## src/rtl/tl_pkg.sv

```systemverilog
// ----------------------------------------------------------------------------
// tl_pkg
// Shared definitions for the transaction-layer VC ingress router.
//   state_e   one-hot link state published to the downstream pop arbiter
//   VC_W      width of the class (VC select) field
//   NUM_VC    number of virtual-channel FIFOs
// ----------------------------------------------------------------------------
package tl_pkg;

    localparam int VC_W   = 2;
    localparam int NUM_VC = 4;

    // One-hot encoding is part of the interface: the pop arbiter decodes
    // these bits directly, so the values must not be re-encoded.
    typedef enum logic [3:0] {
        ST_RESET  = 4'b0001,
        ST_INIT   = 4'b0010,
        ST_IDLE   = 4'b0100,
        ST_ACTIVE = 4'b1000
    } state_e;

endpackage : tl_pkg

```

## src/rtl/tl_vc_counter.sv

```systemverilog
// ----------------------------------------------------------------------------
// tl_vc_counter
// Event counter with a build-time choice of wrap-around or saturation.
// Ports:
//   clk      in   single clock, posedge
//   reset    in   synchronous, active-high; clears the count
//   inc_i    in   count one event this cycle
//   cnt_o    out  current count (CNT_W bits)
// ----------------------------------------------------------------------------
module tl_vc_counter #(
    parameter int CNT_W    = 8,
    parameter bit SATURATE = 1'b0
) (
    input  logic             clk,
    input  logic             reset,
    input  logic             inc_i,
    output logic [CNT_W-1:0] cnt_o
);

    logic [CNT_W-1:0] cnt_q;
    logic [CNT_W-1:0] cnt_d;

    // NOTE: every variable assigned in always_comb gets a default first, so
    // no path through the block leaves it unassigned and no latch is inferred.
    always_comb begin
        cnt_d = cnt_q;
        if (inc_i) begin
            if (SATURATE && (&cnt_q)) begin
                cnt_d = cnt_q;
            end else begin
                cnt_d = cnt_q + 1'b1;
            end
        end
    end

    // NOTE: state registers use non-blocking assignments so every flop
    // samples the pre-edge values regardless of statement order.
    always_ff @(posedge clk) begin
        if (reset) begin
            cnt_q <= '0;
        end else begin
            cnt_q <= cnt_d;
        end
    end

    assign cnt_o = cnt_q;

endmodule : tl_vc_counter

```

## src/rtl/tl_vc_ingress_router.sv

```systemverilog
// ----------------------------------------------------------------------------
// tl_vc_ingress_router
// Write side of the transaction-layer VC queues. Accepts one word per cycle,
// stages it, decodes the class field in the top two bits and pushes it into
// one of four VC FIFOs, honouring each FIFO's almost_full. Order is strictly
// preserved: a blocked word stalls the input, other VCs are never bypassed.
//
// Optional build macro: PARITY_CHECK_EN
//   defined   - words failing even parity are consumed, dropped, and counted
//               in err_cnt (saturating)
//   undefined - parity_in is ignored and err_cnt stays 0
//
// Ports:
//   clk            in   single clock, posedge
//   reset          in   synchronous, active-high
//   data_in        in   incoming word (class in [DATA_W-1:DATA_W-2])
//   valid_in       in   data_in valid
//   parity_in      in   even-parity bit over data_in
//   ready_out      out  word accepted when valid_in && ready_out
//   almost_full0-3 in   per-VC FIFO back-pressure
//   push0-3        out  per-VC push strobe, at most one high per cycle
//   data_out       out  word presented to all FIFOs (valid with a push)
//   state          out  one-hot link state RESET/INIT/IDLE/ACTIVE
//   cnt0-3         out  words pushed per VC, wrapping
//   err_cnt        out  parity-error words dropped, saturating
// ----------------------------------------------------------------------------
module tl_vc_ingress_router
    import tl_pkg::*;
#(
    parameter int DATA_W      = 10,
    parameter int INIT_CYCLES = 4,
    parameter int CNT_W       = 8
) (
    input  logic              clk,
    input  logic              reset,
    input  logic [DATA_W-1:0] data_in,
    input  logic              valid_in,
    input  logic              parity_in,
    output logic              ready_out,
    input  logic              almost_full0,
    input  logic              almost_full1,
    input  logic              almost_full2,
    input  logic              almost_full3,
    output logic              push0,
    output logic              push1,
    output logic              push2,
    output logic              push3,
    output logic [DATA_W-1:0] data_out,
    output logic [3:0]        state,
    output logic [CNT_W-1:0]  cnt0,
    output logic [CNT_W-1:0]  cnt1,
    output logic [CNT_W-1:0]  cnt2,
    output logic [CNT_W-1:0]  cnt3,
    output logic [CNT_W-1:0]  err_cnt
);

    localparam int INIT_W = (INIT_CYCLES > 1) ? $clog2(INIT_CYCLES) : 1;
    localparam logic [INIT_W-1:0] INIT_LAST = INIT_W'(INIT_CYCLES - 1);

    state_e              state_q, state_d;
    logic [INIT_W-1:0]   init_cnt_q, init_cnt_d;

    logic                stg_v_q, stg_v_d;
    logic [DATA_W-1:0]   stg_d_q, stg_d_d;
    logic [VC_W-1:0]     stg_dest;

    logic [NUM_VC-1:0]   af_vec;
    logic [NUM_VC-1:0]   push_vec;
    logic                fire;
    logic                accept;
    logic                parity_ok;
    logic                stage_load;
    logic                err_inc;

    assign af_vec   = {almost_full3, almost_full2, almost_full1, almost_full0};
    assign stg_dest = stg_d_q[DATA_W-1 -: VC_W];

    // Reset wins over a pending push: the staged word is discarded, not sent.
    assign fire      = stg_v_q && !af_vec[stg_dest] && !reset;
    assign ready_out = !reset && ((state_q == ST_IDLE) || (state_q == ST_ACTIVE))
                       && (!stg_v_q || fire);
    assign accept    = valid_in && ready_out;

`ifdef PARITY_CHECK_EN
    // Even parity: the word plus its parity bit must XOR to zero.
    assign parity_ok = ~(^{data_in, parity_in});
    assign err_inc   = accept && !parity_ok;
`else
    logic unused_parity;
    assign unused_parity = parity_in;
    assign parity_ok     = 1'b1;
    assign err_inc       = 1'b0;
`endif

    // A bad-parity word completes its handshake but never enters the stage.
    assign stage_load = accept && parity_ok;

    // ------------------------------------------------------------------
    // FSM
    // ------------------------------------------------------------------
    always_comb begin
        state_d    = state_q;
        init_cnt_d = init_cnt_q;
        unique case (state_q)
            ST_RESET: begin
                state_d    = ST_INIT;
                init_cnt_d = '0;
            end
            ST_INIT: begin
                if (init_cnt_q == INIT_LAST) begin
                    state_d = ST_IDLE;
                end else begin
                    init_cnt_d = init_cnt_q + 1'b1;
                end
            end
            ST_IDLE: begin
                if (accept) begin
                    state_d = ST_ACTIVE;
                end
            end
            ST_ACTIVE: begin
                if (!stg_v_q && !valid_in) begin
                    state_d = ST_IDLE;
                end
            end
            default: state_d = ST_RESET;
        endcase
    end

    always_ff @(posedge clk) begin
        if (reset) begin
            state_q    <= ST_RESET;
            init_cnt_q <= '0;
        end else begin
            state_q    <= state_d;
            init_cnt_q <= init_cnt_d;
        end
    end

    // ------------------------------------------------------------------
    // Stage register: a refill in the same cycle as a fire keeps the
    // stage full, giving one word per cycle throughput.
    // ------------------------------------------------------------------
    always_comb begin
        stg_v_d = stg_v_q;
        stg_d_d = stg_d_q;
        if (stage_load) begin
            stg_v_d = 1'b1;
            stg_d_d = data_in;
        end else if (fire) begin
            stg_v_d = 1'b0;
        end
    end

    // NOTE: the stage data is reset along with its valid bit so data_out and
    // the decoded destination never carry X or stale values after reset.
    always_ff @(posedge clk) begin
        if (reset) begin
            stg_v_q <= 1'b0;
            stg_d_q <= '0;
        end else begin
            stg_v_q <= stg_v_d;
            stg_d_q <= stg_d_d;
        end
    end

    // ------------------------------------------------------------------
    // Push decode and outputs
    // ------------------------------------------------------------------
    always_comb begin
        push_vec = '0;
        if (fire) begin
            push_vec[stg_dest] = 1'b1;
        end
    end

    assign push0    = push_vec[0];
    assign push1    = push_vec[1];
    assign push2    = push_vec[2];
    assign push3    = push_vec[3];
    assign data_out = fire ? stg_d_q : '0;
    assign state    = state_q;

    // ------------------------------------------------------------------
    // Counters: four wrapping per-VC counters plus a saturating error count
    // ------------------------------------------------------------------
    logic [CNT_W-1:0] cnt_vec [NUM_VC];

    for (genvar g = 0; g < NUM_VC; g++) begin : g_vc_cnt
        tl_vc_counter #(
            .CNT_W    (CNT_W),
            .SATURATE (1'b0)
        ) u_cnt (
            .clk   (clk),
            .reset (reset),
            .inc_i (push_vec[g]),
            .cnt_o (cnt_vec[g])
        );
    end

    tl_vc_counter #(
        .CNT_W    (CNT_W),
        .SATURATE (1'b1)
    ) u_err_cnt (
        .clk   (clk),
        .reset (reset),
        .inc_i (err_inc),
        .cnt_o (err_cnt)
    );

    assign cnt0 = cnt_vec[0];
    assign cnt1 = cnt_vec[1];
    assign cnt2 = cnt_vec[2];
    assign cnt3 = cnt_vec[3];

endmodule : tl_vc_ingress_router

```

## config.mk

```make
export PLATFORM = sky130hd
export DESIGN_NAME = tl_vc_ingress_router
export DESIGN_NICKNAME = d
export VERILOG_FILES = /design/src/rtl/tl_pkg.sv /design/src/rtl/tl_vc_counter.sv /design/src/rtl/tl_vc_ingress_router.sv
export SDC_FILE = /design/constraint.sdc
export NUM_CORES = 1
export LEC_CHECK = 0
export ABC_AREA = 1
export CAP_MARGIN = 5
export CORE_UTILIZATION = 50
export DETAILED_ROUTE_END_ITERATION = 10
export GPL_TIMING_DRIVEN = 0
export MAX_ROUTING_LAYER = met4
export PLACE_DENSITY = 0.82
export SYNTH_ARGS = -nofsm -noshare
export SYNTH_HDL_FRONTEND = slang
export SYNTH_SLANG_ARGS = --single-unit
```

## constraint.sdc

```tcl
create_clock -name clk -period 4.3 [get_ports clk]
set_input_delay 0.86 -clock clk [delete_from_list [all_inputs] [get_ports clk]]
set_output_delay 0.86 -clock clk [all_outputs]
set_load 0.005 [all_outputs]
```

-- Word-level counts from Yosys, hierarchy flattened
Index checks and enable logic that the tools add are counted.
- flip-flop bits (word level): 49
- input bits: 18
- add/subtract/negate cells: 5
- $lt $le $gt $ge: 2
- equality and inequality tests: 9
- muxes and demuxes: 14
- reductions and logical operators: 17
- operators by type and width (cell ; number):
    8-bit by 1-bit adder with 8-bit output, second input constant ; 4
    4-bit two-way mux ; 4
    4-bit one-hot mux with 4 select lines ; 1
    10-bit two-way mux ; 1
    1-bit logical AND ; 7
    2-bit inequality test, second input constant ; 3
    4-bit by 1-bit equality test with 1-bit output, second input constant ; 1
    4-bit by 2-bit equality test with 1-bit output, second input constant ; 1
    4-bit by 3-bit equality test with 1-bit output, second input constant ; 1
    4-bit equality test, second input constant ; 1
    1-bit logical NOT ; 4
    1-bit two-way mux ; 4
    2-bit one-hot mux with 2 select lines ; 1
    2-bit nonzero test ; 2
    2-bit by 3-bit < comparator with 1-bit output, second input constant ; 1
    3-bit AND reduction ; 1
    2-bit by 1-bit adder with 2-bit output, second input constant ; 1
    1-bit binary-select mux with 2-bit select ; 1
    1-bit demux with 2-bit select ; 1
    2-bit equality test, second input constant ; 1
    2-bit by 1-bit >= comparator with 1-bit output, second input constant ; 1
    1-bit logical OR ; 2
    2-bit two-way mux ; 1
    2-bit by 1-bit inequality test with 1-bit output, second input constant ; 1
    2-bit AND reduction ; 1

-- Depth between registers and ports, before layout
Gate-level depths: netlist (run 1).
- depth in word-level cells: 10
- depth in mapped cells: 11
- depth with buffers taken out: 11

-- Hierarchy
From an unflattened synthesis (run 1), not the netlist that was laid out.
- cell total of the unflattened synthesis: 386
- area total of the unflattened synthesis: 2773.9 um^2
- modules (own cells, without submodules) (module ; times used ; cells an instance ; area each (um^2) ; seq. area each (um^2)):
    tl_vc_counter (g_vc_cnt[0].u_cnt ...) ; 4 ; 48 ; 361.6 ; 160.2
    tl_vc_ingress_router ; 1 ; 122 ; 850.8 ; 340.3
    tl_vc_counter (u_err_cnt) ; 1 ; 72 ; 476.7 ; 160.2

-- Worst setup path before layout (run 1)
No wires, ideal clock.
- path type: input port to output port
- start point: in reset
- end point: out ready_out
- data arrival time: 1.578 ns
- required time: 3.440 ns
- setup slack: 1.862 ns
- stages: 6
- cells stage by stage: inv_2 > nand2_1 > a21oi_2 > nand3_2 > buf_2 > a21oi_2
- longest elaborated chain between the ends: 4
- elaborated cells between the ends (all ways): 5
- RTL lines (what ; RTL line ; source):
    start, declared ; tl_vc_ingress_router.sv:35 ; input logic reset,
    1-bit logical NOT (*) ; tl_vc_ingress_router.sv:79, tl_vc_ingress_router.sv:80 ;
    1-bit logical AND ; tl_vc_ingress_router.sv:79 ; assign fire = stg_v_q && !af_vec[stg_dest] && !reset;
    1-bit logical OR ; tl_vc_ingress_router.sv:81 ; && (!stg_v_q || fire);
    1-bit logical AND (*) ; tl_vc_ingress_router.sv:81 ;
    end, declared ; tl_vc_ingress_router.sv:39 ; output logic ready_out,
Mark *: on every way between the ends. The rest lies on a longest branch, timed or not.

-- Final worst setup path (run 1)
- start point: in reset
- end point: out push0
- longest elaborated chain between the ends: 3
- RTL lines (what ; RTL line ; source):
    1-bit logical NOT ; tl_vc_ingress_router.sv:79 ;
    1-bit logical AND ; tl_vc_ingress_router.sv:79 ;
    4-bit two-way mux ; tl_vc_ingress_router.sv:172 ; if (fire) begin
    end, declared ; tl_vc_ingress_router.sv:44 ; output logic push0,
No other way between the ends.

==> metrics.csv, run 1 <==
stage,metric,value,unit
status,run status,finished clean,
route,DR WL/cell,11.4,µm
setup_path,crit path kind,in -> out,
timing,RSZ-0062 raised after global routing,no,
grt,number of global-route vias before repair,2005,
cts,H-tree Lvls,2,
yosys,Area contributors post-synth,"dfxtp_1 40%, nand2_1 8.5%, inv_1 7.2%",
grt,total gr overflow,0,
setup_path,Setup crit end kind,output port,
yosys,Synth async-reset ratio,0,%
route,DRC,0,
timing,Tcrit/Tclk final,87.6,%
timing,Fin. Hold Viols,0,
yosys,"Top FF cell, synth",dfxtp_1,
power_and_ir_drop,P_int,0.618,mW
cts,Post-CTS Setup Repair Bufs,0,
cts,CTS tree,yes,
placed_design,PortBufs,67,
timing,Worst Skew,0.00494,ns
finish,layout cells sized above 1,9.62,%
cts,post_cts resized,0,
hold_path,worst hold path type,reg -> reg,
setup_path,crit start category,input port,
yosys,"Seq/Total Area, Yosys",39.9,%
yosys,count of cell types in the netlist,33,
finish,# fillers,403,
floorplan,Core ar.,4720,µm²
cts,root buf cell,clkbuf_8,
power_and_ir_drop,part of the power in registers,57.9,%
cts,Clock Latency Late Sink,0.30,ns
setup_path,Critical Path AT,2.91,ns
floorplan,Starting Density,52.1,%
setup_path,R2R setup slack,2.68,ns
yosys,Cells after Synth,334,
route,Avg Vias per Cell,4.87,
power_and_ir_drop,clock power share,32.2,%
power_and_ir_drop,peak supply drop,153,µV
setup_path,CP Data Required Time,3.44,ns
finish,antenna cells,0,
timing,worst-margin pin slew,0.537,ns
route,initial drt markers,100,
route,via count,2352,
grt,initial antenna violation count,0,
cts,clock transition at the registers of the reported paths,0.08,ns
power_and_ir_drop,P per Cell Area,245,nW/µm²
yosys,largest area contributor in the synthesized netlist,dfxtp_1,
finish,nets@finish,438,
power_and_ir_drop,Switching Fraction,24.1,%
timing,fmax,266,MHz
yosys,synthesized area per cell,7.36,µm²
timing,Slew Limit Fails,0,
route,First-pass DRT Iterations,4,
timing,Slew HR,64.2,%
yosys,Seq cells post-synth,49,
power_and_ir_drop,leakage power,1.36,nW
placed_design,dpl hpwl,4.19,mm
route,DRT Wirelength,5.50,mm
grt,first-pass GRT wire length,8.96,mm
floorplan,Die W,72.1,µm
yosys,YS warnings,0,
grt,Total GRT Usage,22.7,%
timing,"Setup violations, final",0,
yosys,synthesized cell area,2460,µm²
run,max-cap violations,0,
setup_path,Worst Path Max Fanout,10,
cts,CTS max path bufs,2,
yosys,"EDFF count, synth",0,
cts,CTS buffer count,5,
finish,P&R area growth vs syn,35.1,%
timing,Final Critical Period,3.77,ns
grt,largest net degree at the start of global routing,15,
placed_design,Final Wtd Congestion,0.843,
floorplan,I/O pins,77,
timing,Post-Route Setup TNS,0,ns
floorplan,Die Y,72.1,µm
floorplan,die area,5200,µm²
power_and_ir_drop,Combinational Power Share,9.9,%
cts,Sink Count,49,
cts,hold-fix buffers at CTS,0,
power_and_ir_drop,Sw Pwr,0.196,mW
floorplan,Rows,25,
power_and_ir_drop,Overall Power,0.814,mW
route,"antenna viol nets, final",0,
yosys,share of the synthesized area in the top cell type,39.9,%
[placed cells by master (no fill, tap or decap), drive strengths merged]
| master | n |
|---|---|
| a21oi | 35 |
| and3 | 3 |
| buf | 11 |
| clkbuf | 10 |
| clkdlybuf4s50 | 67 |
| clkinv | 2 |
| conb | 8 |
| dfxtp | 49 |
| ha | 5 |
| inv | 52 |
| nand2 | 60 |
| nand3 | 21 |
| nand3b | 1 |
| nand4 | 7 |
| nor2 | 31 |
| nor3 | 6 |
| nor3b | 2 |
| nor4 | 2 |
| o211a | 1 |
| o21ai | 32 |
| o21bai | 1 |
| xnor2 | 4 |
| xor2 | 6 |
[kinds of logic (layout without fill, tap and decap cells)]
group | Yosys count | in the layout | share of synthesized area [%]
buffers and inverters | 67 | 142 | 11.9
xor gates and xnor gates | 10 | 10 | 3.56
and+or+nand+nor | 133 | 133 | 27.4
AOI/OAI and AO/OA | 69 | 69 | 14.6
other | 1 | 8 | 0.152
adders and majority gates | 5 | 5 | 2.54
DFF | 49 | 49 | 39.9
[critical path, cell delays in order]
cell,delay (ns)
clkdlybuf4s50_1,0.55
inv_2,0.22
nand2_1,0.12
nand3b_4,0.20
nor2_8,0.17
nand2_4,0.11
inv_2,0.16
clkdlybuf4s50_1,0.53
[stage by stage]
step / cells / setup WS, ns / utilization (%) / instance area (µm²) / hold slack, ns
floorplan: 341 / 1.86 / - / 2490 / 0.429
global placement: 475 / 0.570 / 68.6 / 3240 / 0.441
detailed placement: 475 / 0.550 / 68.6 / 3240 / 0.448
CTS: 483 / 0.539 / 70.4 / 3320 / 0.462
global route: 483 / 0.427 / 70.4 / 3320 / 0.485
finish: 483 / 0.534 / 70.4 / 3320 / 0.462
[power groups by stage]
| stage | sequential, mW | combinational, mW | clock [mW] |
|---|---|---|---|
| final | 0.471 | 0.0807 | 0.262 |
| after global routing | 0.472 | 0.0911 | 0.287 |
| after global placement | 0.481 | 0.0784 | 0 |
| after CTS | 0.471 | 0.0810 | 0.269 |
| after detailed placement | 0.482 | 0.0807 | 0 |
| after floorplan | 0.481 | 0.0443 | 0 |
[synth_stat cells (4+ instances only)]
master / number
xor2_1: 6
o21ai_1: 4
inv_1: 47
nand2_1: 56
clkbuf_1: 4
ha_1: 5
nand4_1: 7
a21oi_1: 33
buf_4: 8
xnor2_1: 4
nor2_1: 26
inv_2: 5
nor3_1: 6
nand3_2: 4
dfxtp_1: 49
nand3_1: 17
o21ai_0: 28
[final timing paths]
check | end | cells after the start | start
setup / recovery | push0 | 8 | reset
hold / removal | stg_d_q[2]$_SDFFE_PP0P_ | 2 | stg_d_q[2]$_SDFFE_PP0P_
setup reg to reg | g_vc_cnt[3].u_cnt.cnt_o[7]$_SDFFE_PP0P_ | 7 | stg_d_q[9]$_SDFFE_PP0P_
hold reg to reg | stg_d_q[2]$_SDFFE_PP0P_ | 2 | stg_d_q[2]$_SDFFE_PP0P_
[layout make-up]
cell class / instances / area (µm²) / area share, %
plain buffers: 15 / 96.3 / 2.90
well taps: 67 / 83.8 / 2.52
repair buffers: 67 / 671 / 20.2
clock buffers: 6 / 72.6 / 2.18
multi-input cells: 225 / 1210 / 36.5
flip-flops and latches: 49 / 981 / 29.5
clock inverters: 2 / 10.0 / 0.301
inverters: 52 / 195 / 5.87
[flip-flops by register name (all words and copies together) (netlist names)]
name                  cells
stg_d_q                  10
init_cnt_q                2
state                     4
g_vc_cnt.u_cnt.cnt_o     32
stg_v_q                   1
[layer usage]
metal	vias up	share of wire [%]	GRT usage [%]
li1	1227	-	-
met1	1055	45	27.4
met2	64	49	38.2
met3	6	4.6	4.58
met4	0	1.4	6.75
met5	-	0	-
No activity file was read; power rests on OpenSTA's default activity.
==> run 2: changes to the inputs <==
REMOVE_ABC_BUFFERS = 1   (was default)
==> metrics.csv, run 2 (synthesis results as in run 1) <==
stage,metric,value,unit,change
floorplan,Rows,25,,unchanged
cts,post_cts resized,3,,was 0
timing,worst-margin pin slew,0.690,ns,was 0.537 ns
cts,H-tree Lvls,2,,unchanged
placed_design,dpl cell area,3140,µm²,was 3240 µm²
power_and_ir_drop,P per Cell Area,245,nW/µm²,about the same
hold_path,Hold Crit Depth,2,,unchanged
setup_path,crit path kind,in -> out,,unchanged
floorplan,Die W,72.1,µm,unchanged
grt,number of global-route vias before repair,2004,,was 2005
power_and_ir_drop,leakage power,1.30,nW,was 1.36 nW
hold_path,worst hold path type,reg -> reg,,unchanged
cts,hold-fix buffers at CTS,0,,unchanged
route,"antenna viol nets, final",0,,unchanged
timing,"Setup violations, final",0,,unchanged
route,First-pass DRT Iterations,4,,unchanged
setup_path,worst r2r dst,stg_d_q[6]$_SDFFE_PP0P_,,was g_vc_cnt[3].u_cnt.cnt_o[7]$_SDFFE_PP0P_
finish,nets@finish,423,,was 438
cts,clock transition at the registers of the reported paths,0.08,ns,about the same
grt,total gr overflow,0,,unchanged
setup_path,Critical Path AT,3.04,ns,was 2.91 ns
setup_path,CP Data Required Time,3.44,ns,about the same
setup_path,Worst Path Max Fanout,37,,was 10
placed_design,dpl hpwl,3.79,mm,was 4.19 mm
finish,final core occ,68.2,%,was 70.4%
grt,initial antenna violation count,0,,unchanged
timing,Tcrit/Tclk final,90.6,%,was 87.6%
finish,antenna cells,0,,unchanged
cts,Post-CTS Setup Repair Bufs,0,,unchanged
route,DRT Wirelength,5.20,mm,was 5.50 mm
placed_design,PortBufs,67,,unchanged
timing,Slew Limit Fails,0,,unchanged
timing,fmax,257,MHz,was 266 MHz
hold_path,Min-Delay Startpoint,stg_d_q[1]$_SDFFE_PP0P_,,was stg_d_q[2]$_SDFFE_PP0P_
finish,"commonest non-fill, non-tap cell in the layout",clkdlybuf4s50_1,,unchanged
power_and_ir_drop,peak supply drop,180,µV,was 153 µV
status,run status,finished clean,,unchanged
finish,layout cells sized above 1,7.02,%,was 9.62%
floorplan,Die Y,72.1,µm,unchanged
cts,Clock Latency Late Sink,0.29,ns,was 0.30 ns
route,Avg Vias per Cell,5.00,,was 4.87
floorplan,Core ar.,4720,µm²,unchanged
setup_path,crit start category,input port,,unchanged
floorplan,Starting Density,52.1,%,unchanged
run,max-cap violations,0,,unchanged
timing,RSZ-0062 raised after global routing,no,,unchanged
setup_path,Crit. Startpoint,reset,,unchanged
finish,max reg flops,32,,unchanged
finish,most frequent cells in the layout,"66 x clkdlybuf4s50_1, 56 x nand2_1, 49 x dfxtp_1",,"was 67 x clkdlybuf4s50_1, 56 x nand2_1, 49 x dfxtp_1"
grt,largest net degree at the start of global routing,38,,was 15
timing,Final Critical Period,3.90,ns,was 3.77 ns
setup_path,worst r2r src,stg_d_q[9]$_SDFFE_PP0P_,,unchanged
hold_path,hold path endpoint,stg_d_q[1]$_SDFFE_PP0P_,,was stg_d_q[2]$_SDFFE_PP0P_
timing,Slew HR,54.0,%,was 64.2%
floorplan,die area,5200,µm²,unchanged
cts,CTS tree,yes,,unchanged
cts,Sink Count,49,,unchanged
route,initial drt markers,77,,was 100
timing,Worst Skew,0.00718,ns,was 0.00494 ns
grt,first-pass GRT wire length,8.63,mm,was 8.96 mm
grt,Total GRT Usage,21.2,%,was 22.7%
timing,Fin. Hold Viols,0,,unchanged
placed_design,Final Wtd Congestion,0.870,,was 0.843
route,DRC,0,,unchanged
finish,P&R area growth vs syn,31.0,%,was 35.1%
cts,root buf cell,clkbuf_8,,unchanged
cts,CTS max path bufs,2,,unchanged
finish,post-route cell area,3220,µm²,was 3320 µm²
route,via count,2332,,was 2352
floorplan,I/O pins,77,,unchanged
setup_path,R2R depth,8,,was 7
cts,CTS buffer count,5,,unchanged
route,DR WL/cell,11.2,µm,was 11.4 µm
setup_path,R2R setup slack,2.37,ns,was 2.68 ns
setup_path,Setup crit end kind,output port,,unchanged
## run 2: power by group
part	leakage [nW]	switching, mW	internal [mW]	total (mW)
registers	0.395	0.00680	0.464	0.471
logic	0.864	0.0378	0.0356	0.0734
clock network	0.0399	0.137	0.107	0.245
total	1.30	0.182	0.607	0.788
## run 2: worst max path at each step
stage | to | cells past startpoint
finish | push3 | 7
global route | push3 | 7
CTS | push3 | 7
detailed placement | push3 | 7
global placement | push3 | 7
floorplan | push3 | 5
## run 2: cell type report
cell class	instances	area [µm²]
Fill cell	418	1500
Multi-Input combinational cell	225	1210
Sequential cell	49	981
Timing Repair Buffer	67	669
Inverter	52	200
Tap cell	67	83.8
Clock buffer	5	68.8
Clock inverter	1	5.00
## run 2: worst max-delay path: stages
cell and delay, ns:
dlygate4sd2_1 0.46, inv_6 0.32, nand2_1 0.13, a21oi_2 0.13
nand3_2 0.27, nor2_4 0.31, clkdlybuf4s50_1 0.55
## run 2: stage by stage
| stage | power (mW) | worst slack, ns | hold WS, ns | std cells | setup TNS [ns] |
|---|---|---|---|---|---|
| floorplan | 0.518 | 1.65 | 0.431 | 326 | 0 |
| global placement | 0.552 | -0.228 | 0.443 | 460 | -1.31 |
| detailed placement | 0.555 | -0.233 | 0.447 | 460 | -1.46 |
| CTS | 0.800 | 0.384 | 0.459 | 466 | 0 |
| global route | 0.827 | 0.230 | 0.492 | 466 | 0 |
| finish | 0.788 | 0.403 | 0.458 | 466 | 0 |
## run 2: layer usage
| metal | vias up | wire length [µm] | part of all wire [%] | GRT usage, % |
|---|---|---|---|---|
| li1 | 1194 | - | - | - |
| met1 | 1075 | 2330 | 45 | 25.3 |
| met2 | 59 | 2560 | 49 | 36.0 |
| met3 | 4 | 278 | 5.3 | 4.72 |
| met4 | 0 | 34 | 0.65 | 5.66 |
| met5 | - | 0 | 0 | - |
==> run 3: changes to the inputs <==
CORE_UTILIZATION = 46   (was 50)
PLACE_DENSITY = 0.76   (was 0.82)
clock period = 3.9 ns   (was 4.3 ns; I/O delays follow)
==> metrics.csv, run 3 (synthesis results as in run 1) <==
stage,metric,value,unit,change
timing,RSZ-0062 raised after global routing,no,,unchanged
grt,total gr overflow,0,,unchanged
floorplan,die area,5640,µm²,was 5200 µm²
timing,hold_ws,0.456,ns,was 0.458 ns
timing,Slew Limit Fails,0,,unchanged
route,First-pass DRT Iterations,4,,unchanged
setup_path,Setup crit end kind,output port,,unchanged
timing,Slew HR,52.9,%,was 54.0%
grt,Total GRT Usage,20.3,%,was 21.2%
floorplan,Core ar.,5140,µm²,was 4720 µm²
hold_path,worst hold path type,reg -> reg,,unchanged
power_and_ir_drop,Sw Pwr,0.214,mW,was 0.182 mW
cts,Clock Latency Late Sink,0.30,ns,was 0.29 ns
cts,CTS max path bufs,2,,unchanged
floorplan,Die Y,75.1,µm,was 72.1 µm
timing,post-route setup slack,0.192,ns,was 0.403 ns
timing,Post-Route Setup TNS,0,ns,unchanged
power_and_ir_drop,peak supply drop,184,µV,was 180 µV
finish,# fillers,486,,was 418
grt,number of global-route vias before repair,1960,,was 2004
timing,worst-margin pin slew,0.707,ns,was 0.690 ns
setup_path,CP peak stage delay,0.54,ns,was 0.55 ns
power_and_ir_drop,Switching Fraction,24.0,%,was 23.1%
placed_design,Final Wtd Congestion,0.813,,was 0.870
power_and_ir_drop,part of the power in registers,58.2,%,was 59.7%
power_and_ir_drop,P_int,0.679,mW,was 0.607 mW
timing,Worst Skew,0.00544,ns,was 0.00718 ns
placed_design,Inst Count DP,463,,was 460
finish,area occupied by multi-input gates,1220,µm²,was 1210 µm²
power_and_ir_drop,Combinational Power Share,9.3,%,about the same
power_and_ir_drop,leakage power,1.33,nW,was 1.30 nW
placed_design,dpl hpwl,3.78,mm,was 3.79 mm
run,max-cap violations,0,,unchanged
setup_path,Worst Path Max Fanout,37,,unchanged
route,Avg Vias per Cell,4.84,,was 5.00
setup_path,crit start category,input port,,unchanged
power_and_ir_drop,clock power share,32.5,%,was 31.0%
finish,FF+latch area,981,µm²,unchanged
timing,fmax,270,MHz,
placed_design,PortBufs,67,,unchanged
timing,Final Critical Period,3.71,ns,
route,DRC,0,,unchanged
route,DRT Wirelength,5.29,mm,was 5.20 mm
cts,CTS buffer count,5,,unchanged
finish,nets@finish,425,,was 423
setup_path,Critical Path AT,2.93,ns,was 3.04 ns
finish,max reg flops,32,,unchanged
floorplan,Starting Density,47.9,%,was 52.1%
finish,Layout Cells excl Fill,473,,was 466
placed_design,pre-CTS worst setup slack,-0.568,ns,was -0.233 ns
grt,largest net degree at the start of global routing,38,,unchanged
timing,Fin. Hold Viols,0,,unchanged
setup_path,CP Data Required Time,3.12,ns,was 3.44 ns
status,run status,finished clean,,unchanged
floorplan,Die W,75.1,µm,was 72.1 µm
cts,H-tree Lvls,2,,unchanged
power_and_ir_drop,P per Cell Area,272,nW/µm²,was 245 nW/µm²
finish,"commonest non-fill, non-tap cell in the layout",clkdlybuf4s50_1,,unchanged
setup_path,crit path kind,in -> out,,unchanged
route,DR WL/cell,11.2,µm,about the same
cts,hold-fix buffers at CTS,0,,unchanged
timing,"Setup violations, final",0,,unchanged
setup_path,"Max stage delay cell, worst path",clkdlybuf4s50_1,,unchanged
power_and_ir_drop,Overall Power,0.893,mW,was 0.788 mW
grt,first-pass GRT wire length,8.54,mm,was 8.63 mm
cts,root buf cell,clkbuf_8,,unchanged
grt,initial antenna violation count,0,,unchanged
cts,CTS tree,yes,,unchanged
cts,Sink Count,49,,unchanged
finish,antenna cells,0,,unchanged
floorplan,I/O pins,77,,unchanged
finish,layout cells sized above 1,7.69,%,was 7.02%
timing,Tcrit/Tclk final,95.1,%,
cts,clock transition at the registers of the reported paths,0.09,ns,was 0.08 ns
finish,P&R area growth vs syn,33.3,%,was 31.0%
floorplan,Rows,26,,was 25
finish,most frequent cells in the layout,"66 x clkdlybuf4s50_1, 56 x nand2_1, 49 x dfxtp_1",,unchanged
setup_path,crit-path cells,dlygate4sd2_1 > bufinv_16 > nand2_1 > a21oi_2 > nand3_4 > nor2_4 > clkdlybuf4s50_1,,was dlygate4sd2_1 > inv_6 > nand2_1 > a21oi_2 > nand3_2 > nor2_4 > clkdlybuf4s50_1
route,via count,2289,,was 2332
route,"antenna viol nets, final",0,,unchanged
route,initial drt markers,115,,was 77
[run 3: layer usage]
| metal | GRT usage, % | vias to the layer above | share of wire (%) |
|---|---|---|---|
| met2 | 36.0 | 45 | 50 |
| met3 | 3.21 | 5 | 4.0 |
| met4 | 7.34 | 0 | 1.0 |
| li1 | - | 1204 | - |
| met5 | - | - | 0 |
| met1 | 23.0 | 1035 | 45 |
[run 3: per-stage QoR]
step,area [µm²],utilization (%)
2_1_floorplan,2390,-
3_5_place_dp,3150,61.2
3_3_place_gp,3150,61.2
5_1_grt,3280,63.8
6_report,3280,63.8
4_1_cts,3230,62.9
[run 3: final cells by class]
type | count | share of cell area (%)
Tap cell | 70 | 2.67
Clock buffer | 6 | 2.21
Sequential cell | 49 | 29.9
Multi-Input combinational cell | 225 | 37.3
Timing Repair Buffer | 69 | 20.9
Clock inverter | 2 | 0.305
Inverter | 52 | 6.76
[run 3: critical path, delay by kind of cell]
family                 cells  cell delay, ns
AND/OR/NAND/NOR            3            0.58
buffers and inverters      3            1.38
AO/OA/AOI/OAI              1            0.17
[run 3: repair_timing]
item,CTS,global route
gates resized for setup,3,3
setup buffers,0,2
pin swaps,0,1
setup endpoints to repair,15,1
[run 3: path summary, 6_finish.rpt]
| check | startpoint | to | slack (ns) | cells past startpoint |
|---|---|---|---|---|
| worst max-delay path | reset | push3 | 0.19 | 7 |
| worst min-delay path | stg_d_q[1]$_SDFFE_PP0P_ | stg_d_q[1]$_SDFFE_PP0P_ | 0.46 | 2 |
| worst max register to register | stg_d_q[8]$_SDFFE_PP0P_ | stg_d_q[0]$_SDFFE_PP0P_ | 2.02 | 7 |
| worst min register to register | stg_d_q[1]$_SDFFE_PP0P_ | stg_d_q[1]$_SDFFE_PP0P_ | 0.46 | 2 |
[run 3: power by group through the flow]
| stage | Sequential, mW | Combinational (mW) | Clock (mW) |
|---|---|---|---|
| floorplan | 0.530 | 0.0407 | 0 |
| global placement | 0.531 | 0.0781 | 0 |
| detailed placement | 0.531 | 0.0801 | 0 |
| CTS | 0.519 | 0.0809 | 0.297 |
| global route | 0.522 | 0.0938 | 0.316 |
| finish | 0.519 | 0.0833 | 0.290 |
